$ cat src/rtl/pe_array_sched.sv
// rtl/pe_array_sched.sv - job sequencer feeding and draining the pe_wrapper systolic array
module pe_array_sched #(
    parameter int KERNEL_SIZE   = 3,
    parameter int DATA_WIDTH    = 8,
    parameter int WEIGHT_WIDTH  = 8,
    parameter int COL_W         = 16,
    parameter int DRAIN_TIMEOUT = 32,
    localparam int SUM_WIDTH    = DATA_WIDTH + WEIGHT_WIDTH + KERNEL_SIZE
) (
    input  logic                                          clk,
    input  logic                                          rstn,
    input  logic                                          start,
    input  logic [COL_W-1:0]                              num_cols,
    input  logic [WEIGHT_WIDTH*KERNEL_SIZE*KERNEL_SIZE-1:0] weights_cfg,
    output logic                                          busy,
    output logic                                          done,
    output logic                                          err,
    input  logic                                          in_valid,
    input  logic [DATA_WIDTH*KERNEL_SIZE-1:0]             in_data,
    output logic                                          in_ready,
    output logic                                          pe_en,
    output logic [DATA_WIDTH*KERNEL_SIZE-1:0]             pe_dataIn,
    output logic [WEIGHT_WIDTH*KERNEL_SIZE*KERNEL_SIZE-1:0] pe_weightsIn,
    input  logic                                          pe_ready,
    input  logic [SUM_WIDTH*KERNEL_SIZE-1:0]              pe_dataOut,
    input  logic                                          pe_done,
    output logic                                          out_valid,
    output logic [SUM_WIDTH*KERNEL_SIZE-1:0]              out_data
);
    localparam int DTW = $clog2(DRAIN_TIMEOUT + 1);
    localparam logic [COL_W:0] OUT_EXTRA = (COL_W+1)'(KERNEL_SIZE - 1);

    typedef enum logic [2:0] {S_IDLE, S_WAIT_RDY, S_FEED, S_DRAIN, S_DONE} state_t;
    state_t state, state_nxt;

    // One extra bit so num_cols + KERNEL_SIZE - 1 never wraps.
    logic [COL_W:0]   cols_q;
    logic [COL_W:0]   col_cnt;
    logic [COL_W:0]   out_cnt;
    logic [DTW-1:0]   drain_cnt;
    logic             accept;
    logic             last_col;
    logic             all_out;
    logic             timeout_hit;
    logic             beat;

    assign accept      = in_valid && (state == S_FEED);
    assign last_col    = accept && ((col_cnt + 1'b1) == cols_q);
    assign all_out     = (out_cnt == (cols_q + OUT_EXTRA));
    // drain_cnt counts completed drain cycles, so this fires in the last allowed one.
    assign timeout_hit = (drain_cnt == DTW'(DRAIN_TIMEOUT - 1));
    assign beat        = pe_done && ((state == S_FEED) || (state == S_DRAIN));

    always_comb begin
        state_nxt = state;
        busy      = (state != S_IDLE);
        in_ready  = (state == S_FEED);
        case (state)
            S_IDLE:     if (start) state_nxt = (num_cols == '0) ? S_DONE : S_WAIT_RDY;
            S_WAIT_RDY: if (pe_ready) state_nxt = S_FEED;
            S_FEED:     if (last_col) state_nxt = S_DRAIN;
            S_DRAIN:    if (all_out || timeout_hit) state_nxt = S_DONE;
            S_DONE:     state_nxt = S_IDLE;
            default:    state_nxt = S_IDLE;
        endcase
    end

    always_ff @(posedge clk) begin
        if (!rstn) begin
            state        <= S_IDLE;
            cols_q       <= '0;
            col_cnt      <= '0;
            out_cnt      <= '0;
            drain_cnt    <= '0;
            pe_weightsIn <= '0;
            pe_dataIn    <= '0;
            pe_en        <= 1'b0;
            done         <= 1'b0;
            err          <= 1'b0;
            out_valid    <= 1'b0;
            out_data     <= '0;
        end else begin
            state     <= state_nxt;
            done      <= (state_nxt == S_DONE);
            out_valid <= beat;
            if (beat) begin
                out_data <= pe_dataOut;
                if (out_cnt != '1) out_cnt <= out_cnt + 1'b1;
            end
            case (state)
                S_IDLE: begin
                    pe_en <= 1'b0;
                    if (start) begin
                        err       <= (num_cols == '0);
                        col_cnt   <= '0;
                        out_cnt   <= '0;
                        drain_cnt <= '0;
                        if (num_cols != '0) begin
                            cols_q       <= {1'b0, num_cols};
                            pe_weightsIn <= weights_cfg;
                        end
                    end
                end
                S_WAIT_RDY: pe_en <= 1'b0;
                S_FEED: begin
                    // A missing column is a bubble: the array freezes while en is low.
                    pe_en <= accept;
                    if (accept) begin
                        pe_dataIn <= in_data;
                        col_cnt   <= col_cnt + 1'b1;
                    end
                end
                S_DRAIN: begin
                    pe_en     <= 1'b1;
                    pe_dataIn <= '0;
                    drain_cnt <= drain_cnt + 1'b1;
                    if (!all_out && timeout_hit) err <= 1'b1;
                end
                default: pe_en <= 1'b0;
            endcase
        end
    end
endmodule
$ cat config.mk
export PLATFORM = sky130hd
export DESIGN_NAME = pe_array_sched
export DESIGN_NICKNAME = d
export VERILOG_FILES = /design/src/rtl/pe_array_sched.sv
export SDC_FILE = /design/constraint.sdc
export NUM_CORES = 1
export LEC_CHECK = 0
export CAP_MARGIN = 20
export CORE_MARGIN = 4
export CORE_UTILIZATION = 45
export DETAILED_ROUTE_END_ITERATION = 10
export GPL_TIMING_DRIVEN = 0
export PLACE_DENSITY = 0.81
export SLEW_MARGIN = 20
export SYNTH_ARGS = -nofsm -noshare
export SYNTH_HDL_FRONTEND = slang
export SYNTH_SLANG_ARGS = --single-unit
$ cat constraint.sdc
create_clock -name clk -period 2.85 [get_ports clk]
set_input_delay 0.57 -clock clk [delete_from_list [all_inputs] [get_ports clk]]
set_output_delay 0.57 -clock clk [all_outputs]
set_load 0.02 [all_outputs]
==> results by group <==
Synth
  – Post-synth top flop: dfxtp_1
  – Area contributors post-synth: dfxtp_1, nand2_1, a21boi_0, a21oi_1, nand3_1
  – Seq/Total Area, Yosys: 46.7%
  – Count of state elements after synthesis: 216
  – Syn Area/Cell: 8.02 um^2
  – Number of enable flip-flop cells after synthesis: 0
  – Share of flip-flops with an asynchronous set or reset: 0%
  – Synth Net Count: 1,333
  – Mapped Area: 0.00925 mm^2
  – Synth Warn #: 0
  – Cell variety after synth: 60
  – Syn Inst Count: 1,154
  – Top-area cell type share of the netlist area: 46.7%
  – Leading area contributor after synthesis: dfxtp_1

Timing
  – Max_slew headroom: 52.1%
  – Setup Viol. Count Final: 0
  – Post-route clock skew: 0.0125 ns
  – Final Cycle Share: 95.4%
  – Post-route setup slack: 0.132 ns
  – Endpoints failing hold: 0
  – Setup TNS: 0 ns
  – Min cycle time layout: 2.72 ns
  – RSZ-0062 raised after global routing: false
  – Final-report max-slew violation count: 0
  – Worst-Margin Slew: 0.719 ns
  – Fmax achieved: 0.368 GHz

Worst setup path
  – Critical-path maximum fanout: 6
  – Worst Path Arrival: 2.15 ns
  – Critical Path End Type: primary output
  – Critical path required time: 2.28 ns
  – FF-to-FF path depth: 8
  – Reg2Reg Setup Slack: 0.13 ns
  – Crit path kind: reg -> out
  – Reg2reg start: col_cnt[0]$_SDFFE_PN0P_
  – Critical path startpoint category: flop
  – R2r endpoint: state[0]$_SDFF_PN0_

Cells and area
  – Finished Layout Cells: 1,804
  – Final nets: 1,694
  – Footprint of the multi-input gates: 0.00458 mm^2
  – Synth-to-layout area growth: 48.6%
  – Fillcell total: 1,632
  – Fraction of layout cells with a size suffix above 1: 4.44%
  – Most common cell after layout, fill and taps aside: nand2_1
  – Core Util, Final: 67.9%
  – Reg area: 0.00433 mm^2
  – Most frequent cells in the layout: nand2_1, clkdlybuf4s50_1, dfxtp_1

Route
  – DRC Markers: 0
  – WL final: 30,600 um
  – M1 wire length: 12,300 um
  – Vias per inst: 5.23
  – Antenna Nets Post-Route: 0
  – Routed via count: 9,427
  – Max Used Layer: met4
  – Met3 Wirelength: 2670 um
  – First DRT Iteration DRCs: 586
  – Drt first pass iters: 5
  – WL/cell: 17.0 um
  – Met2 wire length: 14,900 um

Clock tree
  – Clock sinks: 216
  – Htree depth: 1
  – Cts hold-fix bufs: 0
  – Worst-case clock buffer depth: 3
  – CTS tree: done
  – Clock latency on the worst-skew pair: 0.51 ns
  – Num CTS Buffers: 24
  – Clk pin slew, worst setup/hold paths: 0.06 ns
  – Root buf cell: clkbuf_16

Global route
  – Global-route wire length before repair: 47,300 um
  – Total grt overflow: 0
  – Largest net degree at the start of global routing: 13
  – Initial antenna violation count: 1
  – Global Route Usage Sum: 25.7%
  – Vias in the first global route: 9,084

Power
  – Sw Ratio: 26.1%
  – Pwr Density: 552 mW/mm^2
  – Peak VDD IR: 0.402 mV
  – Total power draw: 0.00759 W
  – Clock share of power: 40.6%
  – Int Power: 0.00561 W
  – Combinational Power Share: 16.6%
  – Sequential Power Share: 42.8%
  – Sw Pwr: 0.00198 W
  – Leak pwr: 4.89 nW

Status
  – Status: finished, final reports clean

Die
  – Die height: 151 um
  – Initial Util: 45.7%
  – Total die area: 0.0229 mm^2
  – Die X: 151 um
  – Core area: 0.0202 mm^2
  – I/O pin cnt: 334
  – Core Rows: 52

Job
  – Max-capacitance violation count: 0

Place
  – # port buffers: 333
  – Dpl cells: 1,757
  – Post-place setup slack: -0.233 ns
  – Gp weighted congestion: 0.845
  – Post-DP HPWL: 22,800 um

Worst hold path
  – Hold Path Class: reg -> reg
  – Hold EP: out_data[52]$_SDFFE_PN0P_
  – Hold depth: 2
  – Worst hold start: out_data[52]$_SDFFE_PN0P_
==> flip-flops by register name, summed over array words and instances (netlist names) <==
name,cells
col_cnt,17
out_data,57
err,1
out_cnt,17
done,1
cols_q,16
pe_en,1
pe_weightsIn,72
pe_dataIn,24
state,3
drain_cnt,6
out_valid,1
==> stage by stage <==
stage / area (um^2) / hold slack, ns
2_1_floorplan: 9250 / 0.450
3_3_place_gp: 12900 / 0.440
3_5_place_dp: 12900 / 0.446
4_1_cts: 13700 / 0.454
5_1_grt: 13700 / 0.466
6_report: 13700 / 0.451
==> cells in the mapped netlist, drive strengths merged, types with 2 or more instances <==
| cell | number |
|---|---|
| a21boi | 96 |
| buf | 14 |
| o211ai | 2 |
| o311a | 2 |
| nor2 | 33 |
| dfxtp | 216 |
| a2111oi | 3 |
| o31ai | 5 |
| and4 | 8 |
| and3 | 8 |
| a31oi | 3 |
| mux2i | 2 |
| a22oi | 4 |
| a21oi | 102 |
| nor3b | 2 |
| ha | 4 |
| a21o | 2 |
| nor2b | 10 |
| nor3 | 13 |
| nand4 | 12 |
| o21ai | 24 |
| nor4 | 10 |
| or4 | 5 |
| and2 | 13 |
| nand2b | 3 |
| inv | 9 |
| o211a | 2 |
| xor2 | 27 |
| clkbuf | 66 |
| xnor2 | 28 |
| nand3 | 53 |
| or3 | 7 |
| nand2 | 354 |
==> layout make-up <==
class / instances / share of cell area (%)
Tap cell: 270 / 2.46
Sequential cell: 216 / 31.5
Multi-Input combinational cell: 849 / 33.3
Antenna cell: 1 / 0.0182
Inverter: 9 / 0.246
Timing Repair Buffer: 335 / 24.4
Clock buffer: 39 / 5.37
Clock inverter: 5 / 0.364
Buffer: 80 / 2.37
==> worst max path at each step <==
stage / cells past startpoint / slack, ns / startpoint / to
6_report: 3 / 0.13 / state[1]$_SDFF_PN0_ / in_ready
3_5_place_dp: 9 / -0.23 / num_cols[15] / pe_weightsIn[17]$_SDFFE_PN0P_
5_1_grt: 8 / 0.0007 / col_cnt[0]$_SDFFE_PN0P_ / state[0]$_SDFF_PN0_
2_1_floorplan: 8 / 0.46 / cols_q[1]$_SDFFE_PN0P_ / state[0]$_SDFF_PN0_
3_3_place_gp: 9 / -0.22 / num_cols[10] / pe_weightsIn[14]$_SDFFE_PN0P_
4_1_cts: 9 / 0.06 / cols_q[2]$_SDFFE_PN0P_ / state[0]$_SDFF_PN0_
==> critical path, cell delays in order, from the launching register on <==
cell,delay [ns]
dfxtp_1,0.40
nor2b_2,0.30
nor2b_4,0.28
clkdlybuf4s50_1,0.66
==> power by group through the flow <==
| stage | Sequential (W) | Combinational, W | Clock [W] |
|---|---|---|---|
| floorplan | 0.00344 | 0.000452 | 0 |
| global placement | 0.00330 | 0.00123 | 0 |
| detailed placement | 0.00331 | 0.00125 | 0 |
| CTS | 0.00325 | 0.00126 | 0.00313 |
| global route | 0.00326 | 0.00136 | 0.00327 |
| finish | 0.00325 | 0.00126 | 0.00308 |
==> logic make-up (layout without fill, tap and decap cells) <==
logic type | Yosys count | in the layout | share of synthesized area, %
AND/OR/NAND/NOR | 535 | 535 | 25.8
AO/OA/AOI/OAI | 253 | 253 | 17.5
flip-flops | 216 | 216 | 46.7
buffers and inverters | 89 | 468 | 3.88
XOR/XNOR | 55 | 55 | 5.29
adder cells (fa/ha/maj) | 4 | 4 | 0.541
multiplexers | 2 | 2 | 0.216
other | 0 | 1 | 0
==> metal layers <==
metal / global-route usage, % / up-vias
met5: 0 / -
met4: 7.57 / 0
met3: 6.67 / 60
met2: 43.8 / 343
met1: 32.1 / 4406
li1: - / 4618
==> repair_timing <==
item	CTS	global route
buffers inserted	2	0
pin swaps	1	0
endpoints found under the hold margin	0	0
endpoints found under the setup margin	2	4
resized for setup	3	4
No activity file was read; power rests on OpenSTA's default activity.
